### config.mk
export PLATFORM = sky130hd
export DESIGN_NAME = stream_mux_arb
export DESIGN_NICKNAME = d
export VERILOG_FILES = /design/src/rtl/stream_mux_arb.sv
export SDC_FILE = /design/constraint.sdc
export NUM_CORES = 1
export LEC_CHECK = 0
export ABC_AREA = 1
export CELL_PAD_IN_SITES_DETAIL_PLACEMENT = 1
export CELL_PAD_IN_SITES_GLOBAL_PLACEMENT = 2
export CORE_MARGIN = 8
export CORE_UTILIZATION = 17
export DETAILED_ROUTE_END_ITERATION = 10
export PLACE_DENSITY_LB_ADDON = 0.2
export SLEW_MARGIN = 20
export SYNTH_ARGS = -nofsm -noshare
export SYNTH_HDL_FRONTEND = slang
export SYNTH_SLANG_ARGS = --single-unit
export TNS_END_PERCENT = 20
### constraint.sdc
create_clock -name clk -period 2.6 [get_ports clk]
set_input_delay 0.26 -clock clk [delete_from_list [all_inputs] [get_ports clk]]
set_output_delay 0.26 -clock clk [all_outputs]
set_load 0.02 [all_outputs]
### src/rtl/stream_mux_arb.sv
// NCH-channel valid/ready stream multiplexer with a registered output stage.
// Channel chosen by sel or round-robin (RR_MODE); STREAM_MUX_PKT_LOCK_EN adds packet locking.
module stream_mux_arb #(
    parameter int unsigned WIDTH   = 4,
    parameter int unsigned NCH     = 4,
    parameter int unsigned RR_MODE = 0,
    localparam int unsigned SELW   = (NCH < 2) ? 1 : $clog2(NCH)
) (
    input  logic                 clk,
    input  logic                 rst,
    input  logic [SELW-1:0]      sel,
    input  logic [NCH*WIDTH-1:0] in_data,
    input  logic [NCH-1:0]       in_valid,
    output logic [NCH-1:0]       in_ready,
    output logic [WIDTH-1:0]     out_data,
    output logic                 out_valid,
    input  logic                 out_ready,
`ifdef STREAM_MUX_PKT_LOCK_EN
    input  logic [NCH-1:0]       in_last,
    output logic                 out_last,
`endif
    output logic [SELW-1:0]      out_ch
);

    logic [SELW-1:0]  ptr_q, ptr_d;
    logic [SELW-1:0]  gnt, rr_gnt;
    logic             rr_found, grant_exists, load_en, xfer, beat_last;
    logic [NCH-1:0]   vv;
    logic [WIDTH-1:0] sel_data;

`ifdef STREAM_MUX_PKT_LOCK_EN
    logic             lock_q, lock_d;
    logic [SELW-1:0]  lk_q, lk_d;
`endif

    assign load_en = !out_valid || out_ready;

    // Rotate valids so bit 0 is the channel just after the pointer.
    always_comb begin
        rr_found = 1'b0;
        rr_gnt   = '0;
        vv       = NCH'({in_valid, in_valid} >> (ptr_q + 1'b1));
        for (int unsigned j = 0; j < NCH; j++) begin
            if (!rr_found && vv[j]) begin
                rr_found = 1'b1;
                rr_gnt   = SELW'((ptr_q + j + 1) % NCH);
            end
        end
    end

    always_comb begin
        gnt          = '0;
        grant_exists = 1'b0;
        if (RR_MODE != 0) begin
            gnt          = rr_gnt;
            grant_exists = rr_found;
        end else begin
            gnt          = sel;
            grant_exists = (32'(sel) < NCH);
        end
`ifdef STREAM_MUX_PKT_LOCK_EN
        if (lock_q) begin
            gnt          = lk_q;
            grant_exists = 1'b1;
        end
`endif
    end

    always_comb begin
        in_ready  = '0;
        sel_data  = '0;
        beat_last = 1'b1;
        for (int unsigned i = 0; i < NCH; i++) begin
            if (load_en && grant_exists && (gnt == SELW'(i))) begin
                in_ready[i] = 1'b1;
                sel_data    = in_data[i*WIDTH +: WIDTH];
`ifdef STREAM_MUX_PKT_LOCK_EN
                beat_last   = in_last[i];
`endif
            end
        end
    end

    assign xfer = |(in_valid & in_ready);

    // Pointer only advances at packet boundaries so a locked packet keeps its turn.
    always_comb begin
        ptr_d = ptr_q;
`ifdef STREAM_MUX_PKT_LOCK_EN
        lock_d = lock_q;
        lk_d   = lk_q;
`endif
        if (xfer) begin
            if (beat_last) begin
                ptr_d = gnt;
            end
`ifdef STREAM_MUX_PKT_LOCK_EN
            lock_d = !beat_last;
            lk_d   = gnt;
`endif
        end
    end

    always_ff @(posedge clk or posedge rst) begin
        if (rst) begin
            out_valid <= 1'b0;
            out_data  <= '0;
            out_ch    <= '0;
            ptr_q     <= SELW'(NCH - 1);
        end else begin
            ptr_q <= ptr_d;
            if (load_en) begin
                out_valid <= xfer;
                if (xfer) begin
                    out_data <= sel_data;
                    out_ch   <= gnt;
                end
            end
        end
    end

`ifdef STREAM_MUX_PKT_LOCK_EN
    always_ff @(posedge clk or posedge rst) begin
        if (rst) begin
            lock_q   <= 1'b0;
            lk_q     <= '0;
            out_last <= 1'b0;
        end else begin
            lock_q <= lock_d;
            lk_q   <= lk_d;
            if (load_en && xfer) begin
                out_last <= beat_last;
            end
        end
    end
`endif

endmodule

# --- Word-level counts from Yosys, hierarchy flattened ---
# Cells that the tools add are included.
totals:
  reg_bits: 7
  out_inout_bits: 11
  inputBits: 25
classes:
  muxes: 8
  bitwise: 1
  n_reduce_logical: 9
  eq_ne: 3
op_table:
  columns: ["op", "n"]
  rows:
  - ["$mux W4", 4]
  - ["$and A4 B4 Y4", 1]
  - ["$eq A2 B2 Y1 const B", 2]
  - ["$logic_and A1 B1 Y1", 4]
  - ["$mux W1", 4]
  - ["$reduce_or A4 Y1", 1]
  - ["$eq A2 B1 Y1 const B", 1]
  - ["$logic_not A2 Y1", 1]
  - ["$reduce_and A2 Y1", 1]
  - ["$logic_not A1 Y1", 1]
  - ["$logic_or A1 B1 Y1", 1]

# --- Depth between registers and ports, before layout ---
logic_depth:
  ltp_word: 7
  depth_mapped: 9
  depth_no_buf: 8

# --- Least setup slack after synthesis ---
# OpenSTA, ideal clock, no wires.
synth_path:
  kind: "register -> output"
  start: "register out_valid"
  end: "output port in_ready[0]"
  t_arrival_ns: 1.475
  stages_incl_launch_ff: 6
  setup_slack_ns: 0.865
  cell_sequence: "dfrtp_1 > nand2_2 > buf_4 > buf_2 > inv_1 > nor3_1"
synth_between:
  elab_chain_len: 4
synth_lines:
  columns: ["element", "line", "text"]
  rows:
  - ["from (decl)", "16", "output logic out_valid,"]
  - ["from (signal assigned)", "113", "out_valid <= xfer;"]
  - ["$logic_not A1 Y1", "36", "assign load_en = !out_valid || out_ready;"]
  - ["$logic_or A1 B1 Y1", "36", null]
  - ["$logic_and A1 B1 Y1", "74", "if (load_en && grant_exists && (gnt == SELW'(i))) begin"]
  - ["$mux W1", "74", null]
  - ["to (decl)", "14", "output logic [NCH-1:0] in_ready,"]
# No other way between the ends.

# --- Final worst setup path ---
layout_path:
  start: "input port sel[0]"
  end: "output port in_ready[1]"
layout_between:
  elab_chain_len: 3
layout_lines:
  columns: ["element", "line", "text"]
  rows:
  - ["from (decl)", "11", "input logic [SELW-1:0] sel,"]
  - ["$eq A2 B1 Y1", "74", null]
  - ["$logic_and A1 B1 Y1", "74", null]
  - ["$mux W1", "74", null]
# No other way between the ends.

==> metrics.log <==
[metrics] Required @ worst endpoint: 2.34 ns
[metrics] final clock skew: 0.002147 ns
[metrics] RSZ-0062 raised after global routing: false
[metrics] number of clock buffers inserted by TritonCTS: 3
[metrics] timing-limited maximum frequency: 494.4 MHz
[metrics] clock root buffer master: clkbuf_4
[metrics] share of the yosys chip area belonging to registers: 33.18%
[metrics] number of buffers added on ports: 35
[metrics] number of global-route vias before repair: 699
[metrics] overall routing resource usage: 8.242%
[metrics] number of cells upsized or downsized after cts: 0
[metrics] vertical die dimension: 71.73 um
[metrics] class of the most critical hold timing path: primary input to async pin
[metrics] routability-driven placement congestion ratio: 0.6731
[metrics] worst setup slack after placement: 0.5512 ns
[metrics] path depth of the worst reg2reg path: 8
[metrics] Synthesized Nets: 101
[metrics] Worst Max-Slew Pin Slew: 0.4039 ns
[metrics] estimated wirelength of the detail-placed design: 1.709 mm
[metrics] WS Path Type: primary input to output pin
[metrics] core utilization of the finished layout: 31.33%
[metrics] core area: 0.003003 mm^2
[metrics] total grt overflow: 0
[metrics] power density relative to cell area: 492.2 mW/mm^2
[metrics] area enclosed by the die boundary: 0.005145 mm^2
[metrics] post-synthesis cell type count: 15
[metrics] area grow syn2layout: 78.20%
[metrics] worst reg-to-reg setup slack: 1.31 ns
[metrics] largest net degree at the start of global routing: 22
[metrics] detail-routed net length per standard cell: 13.43 um
[metrics] clock tree from TritonCTS: yes
[metrics] final net count: 140
[metrics] CTS clk-pin slew, worst paths: 0.05 ns
[metrics] wire length after detailed routing: 1.974 mm
[metrics] outcome: finished, final reports clean
[metrics] initial standard-cell utilization of the core: 17.58%
[metrics] row count: 20
[metrics] DRT Pass-1 Iters: 2
[metrics] Detail Route Antenna Nets: 0
[metrics] number of cells in the finished layout apart from fillers: 147
[metrics] standby leakage power: 0.4268 nW
[metrics] relative slew slack: 72.97%
[metrics] Final Critical Period: 2.023 ns
[metrics] number of DRC violations after detailed-routing iteration 0: 20
[metrics] number of instances in the synthesized netlist: 76
[metrics] type of destination of the critical path: output pin
[metrics] VDD IR max: 0.1366 mV
[metrics] wire length of the first global-routing pass: 3.339 mm
[metrics] count of state elements after synthesis: 7
[metrics] Synth Cell Area: 528.0 um^2
[metrics] Post-CTS Setup Inserts: 0
[metrics] total vias in the final route: 618
[metrics] CP startpoint kind: primary input
[metrics] number of antenna violations at the first check in global routing: 0
[metrics] Diodes inserted: 0
[metrics] Final Worst Setup Slack: 0.5772 ns
[metrics] hold buffer count at CTS: 0
[metrics] max-capacitance violation count: 0
[metrics] count of yosys warnings during synthesis: 0
[metrics] summed negative setup slack over all endpoints: 0 ns
[metrics] Final Total Pwr: 0.0004631 W
[metrics] number of hold-slack violations in the final timing report: 0
[metrics] clock sinks: 7
[metrics] ports placed on the boundary: 36
[metrics] launch instance of the worst register-to-register path: out_valid
[metrics] worst path arrival time: 1.76 ns
[metrics] CTS H-tree depth: 1
[metrics] count of final max-slew check failures: 0
[metrics] deepest clock path buffer count: 2
[metrics] fraction of final layout cells with drive strength greater than 1: 17.54%
[metrics] width of the die: 71.73 um
[metrics] Clk Latency, worst-skew pair: 0.25 ns
[metrics] worst r2r dst: out_ch[0]
[metrics] number of setup violations in the final report: 0
[metrics] Placed Cells: 143
[metrics] final worst path period share: 77.80%
[metrics] count of unresolved DRC violations after routing: 0
[metrics] via density per instance: 4.204
[metrics] average instance area after synthesis: 6.947 um^2
[metrics] CP max FO: 7
==> cell families (layout without fill, tap and decap cells) <==
logic type | Yosys count | in the layout | synth area share [%]
buffers and inverters | 12 | 50 | 9.479
flip-flops | 7 | 7 | 33.18
AND/OR/NAND/NOR | 57 | 57 | 57.35
==> worst max path at each step <==
stage / start / endpoint / slack (ns) / cells after the start
after floorplan: out_valid / in_ready[0] / 0.87 / 5
after global placement: sel[0] / in_ready[1] / 0.61 / 4
after detailed placement: sel[0] / in_ready[1] / 0.55 / 4
after CTS: sel[0] / in_ready[1] / 0.55 / 4
after global routing: sel[0] / in_ready[1] / 0.48 / 4
final: sel[0] / in_ready[1] / 0.58 / 4
==> critical path, cell delays in order <==
cell and delay [ns]:
clkdlybuf4s50_1 0.61, inv_2 0.07, nor3_1 0.18, clkdlybuf4s50_1 0.64
==> cells in the final DEF, fill, tap and decap left out, drive strengths merged <==
cell type,synthesis,layout
clkdlybuf4s50,0,35
inv,10,10
nor2,5,5
clkbuf,0,4
nand2,26,26
nor3,3,3
nand4,3,3
nand3,20,20
dfrtp,7,7
buf,2,1
==> state kept, by name, summed over array words and instances, names as in the netlist <==
| register | flops |
|---|---|
| out_valid | 1 |
| out_ch | 2 |
| out_data | 4 |
==> routing by layer <==
layer  GRT usage (%)  part of all wire, %
met5               0                    0
met4           2.721                    0
met3           3.208                  6.9
met2           14.68                   53
met1           8.594                   40
==> synthesized netlist by cell type <==
| library cell | number | area (um^2) |
|---|---|---|
| buf_4 | 1 | 7.510 |
| nor2_1 | 2 | 7.510 |
| buf_2 | 1 | 5.000 |
| nand4_1 | 3 | 18.77 |
| nand2_1 | 22 | 82.58 |
| nand2_4 | 2 | 22.52 |
| nand3_2 | 4 | 40.04 |
| dfrtp_1 | 7 | 175.2 |
| inv_2 | 5 | 18.77 |
| nor3_1 | 3 | 15.01 |
| nor2_4 | 1 | 11.26 |
| nor2_2 | 2 | 12.51 |
| nand3_1 | 16 | 80.08 |
| inv_1 | 5 | 18.77 |
| nand2_2 | 2 | 12.51 |
==> area by class of cell <==
type                            instances  area (um^2)
Fill cell                             370         2062
Timing Repair Buffer                   36        357.8
Multi-Input combinational cell         57        302.8
Sequential cell                         7        175.2
Tap cell                               33        41.29
Inverter                               10        37.54
Clock buffer                            4        26.28
==> through the flow <==
| step | area [um^2] | hold slack (ns) |
|---|---|---|
| detailed placement | 914.6 | 0.4682 |
| CTS | 940.9 | 0.2422 |
| global placement | 914.6 | 0.4591 |
| finish | 940.9 | 0.2438 |
| floorplan | 528.0 | 0.06340 |
| global route | 940.9 | 0.2739 |
==> where the power goes <==
group	internal, W	switching [W]	leakage [nW]
logic	0.000106	0.000111	0.324
registers	0.000133	0.0000134	0.0874
clock network	0.0000586	0.0000400	0.0150
Power figures use the tool's default switching activity.
